### config.mk
export PLATFORM = sky130hd
export DESIGN_NAME = dcache_controller
export DESIGN_NICKNAME = d
export VERILOG_FILES = /design/src/rtl/dcache_pkg.sv /design/src/rtl/dcache_word_sel.sv /design/src/rtl/dcache_controller.sv
export SDC_FILE = /design/constraint.sdc
export NUM_CORES = 2
export LEC_CHECK = 0
export BUFFER_PORTS_ARGS = -buffer_cell sky130_fd_sc_hd__buf_2
export CAP_MARGIN = 20
export CORE_AREA = 2 2 470 472
export DETAILED_ROUTE_END_ITERATION = 16
export DIE_AREA = 0 0 472 474
export HOLD_SLACK_MARGIN = 0.15
export PLACE_DENSITY_LB_ADDON = 0.08
export SLEW_MARGIN = 30
export SYNTH_ARGS = -nofsm -noshare
export SYNTH_HDL_FRONTEND = slang
export SYNTH_HIERARCHICAL = 1
export SYNTH_SLANG_ARGS = --single-unit
### constraint.sdc
create_clock -name clk_i -period 5.55 [get_ports clk_i]
set_clock_uncertainty 0.1 [all_clocks]
set_input_delay 0.555 -clock clk_i [delete_from_list [all_inputs] [get_ports clk_i]]
set_output_delay 0.555 -clock clk_i [all_outputs]
set_load 0.01 [all_outputs]
### src/rtl/dcache_pkg.sv
// dcache_pkg: shared widths, field positions and FSM states for the data-cache controller
package dcache_pkg;
  localparam int ADDR_W    = 32;
  localparam int LINE_W    = 256;
  localparam int INDEX_W   = 4;
  localparam int OFF_W     = 5;
  localparam int TAG_W     = ADDR_W - INDEX_W - OFF_W;
  localparam int WORD_W    = 32;
  localparam int WSEL_W    = 3;
  localparam int STAG_W    = TAG_W + 2;
  localparam int VALID_BIT = 24;
  localparam int DIRTY_BIT = 23;
  localparam int TAG_LSB   = INDEX_W + OFF_W;
  localparam int INDEX_LSB = OFF_W;
  localparam int WORD_LSB  = 2;
  typedef enum logic [2:0] {IDLE, MISS, WRITEBACK, READMISS, READMISSOK} state_t;
  function automatic logic [ADDR_W-1:0] line_addr(input logic [TAG_W-1:0] t, input logic [INDEX_W-1:0] i);
    return {t, i, {OFF_W{1'b0}}};
  endfunction
endpackage

### src/rtl/dcache_word_sel.sv
// dcache_word_sel: extract one 32-bit word from a line and build the line with that word replaced
module dcache_word_sel
  import dcache_pkg::*;
(
  input  logic [LINE_W-1:0] i_line,
  input  logic [WSEL_W-1:0] i_off,
  input  logic [WORD_W-1:0] i_word,
  output logic [WORD_W-1:0] o_word,
  output logic [LINE_W-1:0] o_line
);
  logic [7:0] w_base;
  assign w_base = {i_off, 5'b0};
  assign o_word = i_line[w_base +: WORD_W];
  // Merge: start from the stored line and overwrite only the addressed word
  always_comb begin
    o_line = i_line;
    o_line[w_base +: WORD_W] = i_word;
  end
endmodule

### src/rtl/dcache_controller.sv
// dcache_controller: CPU-side hit path and write-back/refill miss FSM in front of the cache SRAM
module dcache_controller
  import dcache_pkg::*;
(
  input  logic              clk_i,
  input  logic              rst_i,
  input  logic [WORD_W-1:0] cpu_data_i,
  input  logic [ADDR_W-1:0] cpu_addr_i,
  input  logic              cpu_MemRead_i,
  input  logic              cpu_MemWrite_i,
  output logic [WORD_W-1:0] cpu_data_o,
  output logic              cpu_stall_o,
  output logic [INDEX_W-1:0] sram_index_o,
  output logic [STAG_W-1:0] sram_tag_o,
  output logic [LINE_W-1:0] sram_data_o,
  output logic              sram_enable_o,
  output logic              sram_write_o,
  input  logic [STAG_W-1:0] sram_tag_i,
  input  logic [LINE_W-1:0] sram_data_i,
  input  logic              sram_hit_i,
  output logic [ADDR_W-1:0] mem_addr_o,
  output logic [LINE_W-1:0] mem_data_o,
  output logic              mem_enable_o,
  output logic              mem_write_o,
  input  logic [LINE_W-1:0] mem_data_i,
  input  logic              mem_ack_i
);
  state_t              r_state;
  logic [ADDR_W-1:0]   r_mem_addr;
  logic [LINE_W-1:0]   r_mem_data;
  logic                r_mem_en;
  logic                r_mem_wr;
  logic [LINE_W-1:0]   r_refill;
  logic [WORD_W-1:0]   r_cpu_data;
  logic                w_req;
  logic                w_idle;
  logic                w_hit;
  logic                w_fill;
  logic [TAG_W-1:0]    w_tag;
  logic [INDEX_W-1:0]  w_index;
  logic [WSEL_W-1:0]   w_off;
  logic [WORD_W-1:0]   w_word;
  logic [LINE_W-1:0]   w_merged;
  logic                w_unused;
  assign w_req    = cpu_MemRead_i | cpu_MemWrite_i;
  assign w_tag    = cpu_addr_i[ADDR_W-1:TAG_LSB];
  assign w_index  = cpu_addr_i[TAG_LSB-1:INDEX_LSB];
  assign w_off    = cpu_addr_i[INDEX_LSB-1:WORD_LSB];
  assign w_unused = ^cpu_addr_i[WORD_LSB-1:0];
  assign w_idle   = r_state == IDLE;
  assign w_fill   = r_state == READMISSOK;
  assign w_hit    = w_idle & w_req & sram_hit_i;
  dcache_word_sel u_word_sel (
    .i_line(sram_data_i),
    .i_off (w_off),
    .i_word(cpu_data_i),
    .o_word(w_word),
    .o_line(w_merged)
  );
  assign sram_enable_o = w_req;
  assign sram_index_o  = w_index;
  assign cpu_stall_o   = w_req & (~w_idle | ~sram_hit_i);
  assign sram_write_o  = w_fill | (w_hit & cpu_MemWrite_i);
  assign sram_tag_o    = {1'b1, ~w_fill & cpu_MemWrite_i, w_tag};
  assign sram_data_o   = w_fill ? r_refill : w_merged;
  assign cpu_data_o    = (w_hit & ~cpu_MemWrite_i) ? w_word : r_cpu_data;
  assign mem_addr_o    = r_mem_addr;
  assign mem_data_o    = r_mem_data;
  assign mem_enable_o  = r_mem_en;
  assign mem_write_o   = r_mem_wr;
  // Miss FSM: pick write-back or refill, hold the memory request until ack, then fill the SRAM
  always_ff @(posedge clk_i) begin
    if (rst_i) begin
      r_state    <= IDLE;
      r_mem_addr <= '0;
      r_mem_data <= '0;
      r_mem_en   <= 1'b0;
      r_mem_wr   <= 1'b0;
      r_refill   <= '0;
      r_cpu_data <= '0;
    end else begin
      case (r_state)
        IDLE: begin
          if (w_req & ~sram_hit_i) r_state <= MISS;
          if (w_hit & ~cpu_MemWrite_i) r_cpu_data <= w_word;
        end
        MISS: begin
          r_mem_en <= 1'b1;
          if (sram_tag_i[VALID_BIT] & sram_tag_i[DIRTY_BIT]) begin
            r_mem_addr <= line_addr(sram_tag_i[TAG_W-1:0], w_index);
            r_mem_data <= sram_data_i;
            r_mem_wr   <= 1'b1;
            r_state    <= WRITEBACK;
          end else begin
            r_mem_addr <= line_addr(w_tag, w_index);
            r_mem_wr   <= 1'b0;
            r_state    <= READMISS;
          end
        end
        WRITEBACK: if (mem_ack_i) begin
          r_mem_addr <= line_addr(w_tag, w_index);
          r_mem_wr   <= 1'b0;
          r_state    <= READMISS;
        end
        READMISS: if (mem_ack_i) begin
          r_refill <= mem_data_i;
          r_mem_en <= 1'b0;
          r_state  <= READMISSOK;
        end
        READMISSOK: r_state <= IDLE;
        default:    r_state <= IDLE;
      endcase
    end
  end
endmodule

## After elaboration in Yosys (flattened, before gate mapping)

Index checks and enable logic that the tools add are counted.

- Register bits after elaboration: 581
- Input port bits: 607
- Output and inout port bits: 610
- Logic and storage cells: 56

- Add/sub/neg operators: 1
- Equality and inequality tests: 7
- Shift-type cells: 3
- Mux-type cells: 15
- Bitwise gates (word level): 15
- Reductions and logical operators: 8

Operators with widths:

| operator | count |
|---|---|
| bitwise mux 256 bit | 1 |
| 2-to-1 mux 256 bit | 1 |
| variable shift 32 x 10 -> 256 bit (first input constant) | 1 |
| variable part select 256 x 9 -> 32 bit | 1 |
| variable part select 32 x 10 -> 256 bit | 1 |
| 2-to-1 mux 32 bit | 3 |
| one-hot mux 32 bit (2 select lines) | 1 |
| one-hot mux 3 bit (4 select lines) | 1 |
| negation 8 -> 10 bit | 1 |
| 2-to-1 mux 3 bit | 3 |
| AND 1 bit | 8 |
| AND reduction 2 bit | 4 |
| equality test 3 x 2 -> 1 bit (second input constant) | 2 |
| inequality test 2 bit (second input constant) | 2 |
| inverter 1 bit | 4 |
| one-hot mux 1 bit (2 select lines) | 2 |
| nonzero test 2 bit | 2 |
| equality test 3 x 1 -> 1 bit (second input constant) | 1 |
| equality test 3 bit (second input constant) | 1 |
| logical NOT 3 bit | 1 |
| 2-to-1 mux 1 bit | 3 |
| bitwise OR 1 bit | 3 |
| AND reduction 3 bit | 1 |
| inequality test 2 x 1 -> 1 bit (second input constant) | 1 |

## Longest topological paths before layout

- Word-level depth: 5
- Gate-level depth with buffers: 11
- Depth with buffers taken out: 7

## Hierarchy

The synthesis kept the hierarchy.

Modules (own cells, without submodules):

| module | times used | cells an instance | area an instance (µm²) | sequential area each (µm²) |
|---|---|---|---|---|
| dcache_controller | 1 | 2971 | 26193.9 | 11531.1 |
| dcache_word_sel | 1 | 593 | 5803.1 | 0.0 |

## Worst setup path before layout

Ideal clock, no wire load.

- Path kind: input to output
- From: in cpu_addr_i[3]
- To: out sram_data_o[226]
- Data arrival time: 2.942 ns
- Data required time: 4.895 ns
- Path slack: 1.953 ns
- Cell stages on the path: 10
- Buffers on the path: 4
- Cell sequence: buf_2 -> inv_1 -> buf_1 -> ha_1 -> ha_1 -> buf_2 -> nor3b_2 -> buf_2 -> mux2_2 -> mux2_1

- Cells in the longest elaborated chain, start to end: 4
- Elaborated cells on any way between the ends: 5
- Those cells by class: add/sub (1); shift (2); mux (2)

RTL lines:

| item | line | text |
|---|---|---|
| start: declaration | dcache_controller.sv:8 | `input logic [ADDR_W-1:0] cpu_addr_i,` |
| negation 8 -> 10 bit * | dcache_word_sel.sv:17 | `o_line[w_base +: WORD_W] = i_word;` |
| variable part select 32 x 10 -> 256 bit or variable shift 32 x 10 -> 256 bit (tied branches) | dcache_word_sel.sv:17 |  |
| bitwise mux 256 bit * | dcache_word_sel.sv:17 |  |
| named net w_merged[226] | dcache_controller.sv:43 | `logic [LINE_W-1:0] w_merged;` |
| 2-to-1 mux 256 bit * | dcache_controller.sv:65 | `assign sram_data_o = w_fill ? r_refill : w_merged;` |
| end: declaration | dcache_controller.sv:15 | `output logic [LINE_W-1:0] sram_data_o,` |

The timed path passes the listed nets; every way through them passes the cells marked *.

## Worst setup path after layout

- From: in cpu_addr_i[4]
- To: out sram_data_o[226]

Same word-level chain as after synthesis.

==> results.cfg <==
[status]
status = finished, final reports clean

[worst_setup_path]
critPathCaptureType = output pin
critPathBufInv = 4
path_cells = buf_4, inv_1, ha_1, nor3b_4, buf_4, mux2_2, mux2_1, buf_2
cpLargestDelayFamily = buffers and inverters
crit_path_top_delay_cell = sky130_fd_sc_hd__nor3b_4
start_kind = primary input
cpPeakStageDelay_ns = 0.74
cp.arrival_ns = 3.71
timing.setup.critical_path_class = primary input to output pin
top_cell_by_count_worst_path = sky130_fd_sc_hd__buf_4
worst-path-max-fanout = 30
worstPathRequired_ns = 4.89

[placed_design]
routabilityCongestion = 0.854
placed_area_um2 = 40700
hpwlAfterDp_um = 193000
place.port_buffers = 1208
dp_cells = 7361
preCtsSetupSlack_ns = 1.05

[sta]
final-hold-violation-count = 0
final_min_period_over_clock_period = 0.786
setup_violations = 0
grt_setup_unrepaired = false
max-slew-margin-rel = 0.340
slew_violations = 0
worst-slew-pin-transition_ns = 0.989
postLayoutSetupSlackWorst_ns = 1.19
layout_min_cycle_time_ns = 4.36
max_freq_mhz = 229
fin_tns_setup_ns = 0

[cts]
cts_htree_levels = 3
clkSinkCount = 576
cts_tree = yes
cts_repair_resize_count = 0
number_of_post_cts_setup_repair_buffers = 0
clk_pin_slew_worst_paths_ns = 0.05
number_of_buffers_on_the_longest_clock_path = 3
clk_root_buffer_cell = sky130_fd_sc_hd__clkbuf_16
cts_made_buffers = 87
insertion_delay_ns = 0.74

[synth]
synthesis.area_per_instance_um2 = 8.98
synthArstFlopShare = 0
netlist.top_cell.by_area = sky130_fd_sc_hd__dfxtp_1
synth_top_area_share = 0.360
post_synth_num_cell_types = 52
yosysSeqAreaShare = 0.360
yosysWarningCount = 6
syn-cell-area_um2 = 32000
ys_seq_elements = 576
netlist_instances = 3564
synthTopCellsByArea = sky130_fd_sc_hd__dfxtp_1 (36%), sky130_fd_sc_hd__mux2_2 (12%), sky130_fd_sc_hd__mux2_4 (9.8%)
count_of_flip_flops_with_a_built_in_enable_after_synthesis = 0
most_frequently_used_flop_master_after_synthesis = sky130_fd_sc_hd__dfxtp_1

[floorplanning]
placeableCoreArea_um2 = 219000
pin_count = 1217
rows = 172
chipWidth_um = 472
y_dimension_of_the_die_um = 474
start_util = 0.146
fp.dieArea_um2 = 224000

[power_and_ir_drop]
power_per_cell_area_nw_per_um2 = 279
leakage_nw = 19.9
ir_worst_vdd_mv = 0.210

[global_route]
grt_start_max_net_pins = 123
wire_length_of_the_first_global_routing_pass_um = 330000
global_route.overflow_total = 0
grt_antenna_before_repair = 53
first_global_vias = 34870
overall_track_demand_over_capacity_in_global_routing = 0.217

[finish]
fraction_of_final_layout_cells_sized_beyond_drive_strength_1 = 0.401
count_of_nets_after_finishing = 5755
most-common-layout-cells = sky130_fd_sc_hd__buf_2 (1205), sky130_fd_sc_hd__nand2_1 (613), sky130_fd_sc_hd__dfxtp_1 (575), sky130_fd_sc_hd__dlygate4sd3_1 (562), sky130_fd_sc_hd__a21oi_1 (520)
mostFrequentLayoutCell = sky130_fd_sc_hd__buf_2
area.growth.synth_to_final_pct = 54.4
post-route-cell-area_um2 = 49400
final_cell_count_no_fill = 8114

[run]
cap_violations = 0

[routing]
drt.antenna.violating_nets = 0
wirelength_um = 253000
avgViaCountPerCell = 4.21
detail_route.first_pass.iterations = 5
wire_per_inst_um = 31.2
detail_route.iter0.violations = 2026
drc = 0
routed-via-count = 34174

[worst_hold_path]
path_class_of_the_lowest_slack_min_delay_path = primary input to flop
==> state kept, by name, summed over array words and instances, names as in the netlist <==
register,count
mem_data_o,256
r_refill,256
r_cpu_data,32
mem_addr_o,27
r_state,3
mem_enable_o,1
mem_write_o,1
==> cell families after synthesis <==
group / count (synthesis) / synth area share
mux: 639 / 0.271
simple gates: 1110 / 0.161
buf+inv: 395 / 0.0676
flops: 576 / 0.360
fa+ha+maj: 6 / 0.00235
other cells: 2 / 0.000235
compound gates: 836 / 0.138
==> tightest hold or removal path, cell delays in order <==
cell	delay (ns)
sky130_fd_sc_hd__buf_2	0.09
sky130_fd_sc_hd__nor2_1	0.07
sky130_fd_sc_hd__o21a_1	0.16
sky130_fd_sc_hd__o22ai_1	0.16
==> final cells by class <==
cell class                 instances  area [um^2]
antenna                           28         70.1
clock buffer                     138         2640
clock inverter                    24          327
fill                           24461       169000
inverter                           7         33.8
multi-input combinational       2597        18400
sequential                       576        11500
tap                             2871         3590
timing repair buffer            1873        12800
==> Yosys cell counts, types with 2 or more instances <==
master,instances
sky130_fd_sc_hd__nand3_1,260
sky130_fd_sc_hd__nand4_1,23
sky130_fd_sc_hd__nor2_1,6
sky130_fd_sc_hd__nor3b_1,2
sky130_fd_sc_hd__mux2_4,209
sky130_fd_sc_hd__nor3b_2,4
sky130_fd_sc_hd__clkbuf_1,142
sky130_fd_sc_hd__buf_4,87
sky130_fd_sc_hd__mux4_2,64
sky130_fd_sc_hd__nand2b_1,64
sky130_fd_sc_hd__conb_1,2
sky130_fd_sc_hd__nand4bb_1,2
sky130_fd_sc_hd__mux2_2,329
sky130_fd_sc_hd__dfxtp_1,576
sky130_fd_sc_hd__inv_1,6
sky130_fd_sc_hd__nor3_1,24
sky130_fd_sc_hd__mux2_1,4
sky130_fd_sc_hd__mux2i_1,33
sky130_fd_sc_hd__and4b_1,2
sky130_fd_sc_hd__buf_2,96
sky130_fd_sc_hd__ha_1,6
sky130_fd_sc_hd__a311oi_2,20
sky130_fd_sc_hd__nand2_1,613
sky130_fd_sc_hd__a311oi_1,3
sky130_fd_sc_hd__buf_1,32
sky130_fd_sc_hd__a21oi_1,520
sky130_fd_sc_hd__o21ai_0,285
sky130_fd_sc_hd__buf_6,31
sky130_fd_sc_hd__and2_1,95
sky130_fd_sc_hd__nand3b_1,2
==> timing repair <==
action                     4_1_cts  5_1_grt
hold endpoints to repair       540        0
setup endpoints to repair        0        0
hold buffers                   562        0
==> per-stage QoR <==
stage                     power, mW   util  hold WS (ns)
after detailed placement       7.62  0.186         0.345
final                          13.8  0.226         0.267
after CTS                      14.1  0.226         0.177
after global placement         7.62  0.186         0.340
after floorplan                5.94      -         0.333
after global routing           14.4  0.226         0.197
==> per-layer routing <==
layer | vias up | global-route usage | share of wire
met1 | 17037 | 0.273 | 0.43
met5 | - | 0 | 0.00032
li1 | 15693 | - | -
met4 | 12 | 0.0518 | 0.027
met3 | 223 | 0.0683 | 0.080
met2 | 1209 | 0.356 | 0.46
==> where the power goes <==
group          switching (mW)  leakage [nW]  total, mW  internal [mW]
logic                    2.13          13.8       3.46           1.33
registers              0.0903          4.66       4.39           4.30
clock network            2.49          1.46       5.95           3.47
==> path summary, 6_finish.rpt <==
kind | from | slack, ns | endpoint | depth (start not counted)
worst max register to register | r_state[0] | 2.53 | mem_addr_o[25] | 6
worst min register to register | r_refill[230] | 0.35 | r_refill[230] | 2
worst min-delay path | cpu_MemRead_i | 0.27 | r_state[0] | 4
worst max-delay path | cpu_addr_i[4] | 1.19 | sram_data_o[226] | 8
(Power assumes the default switching activity.)
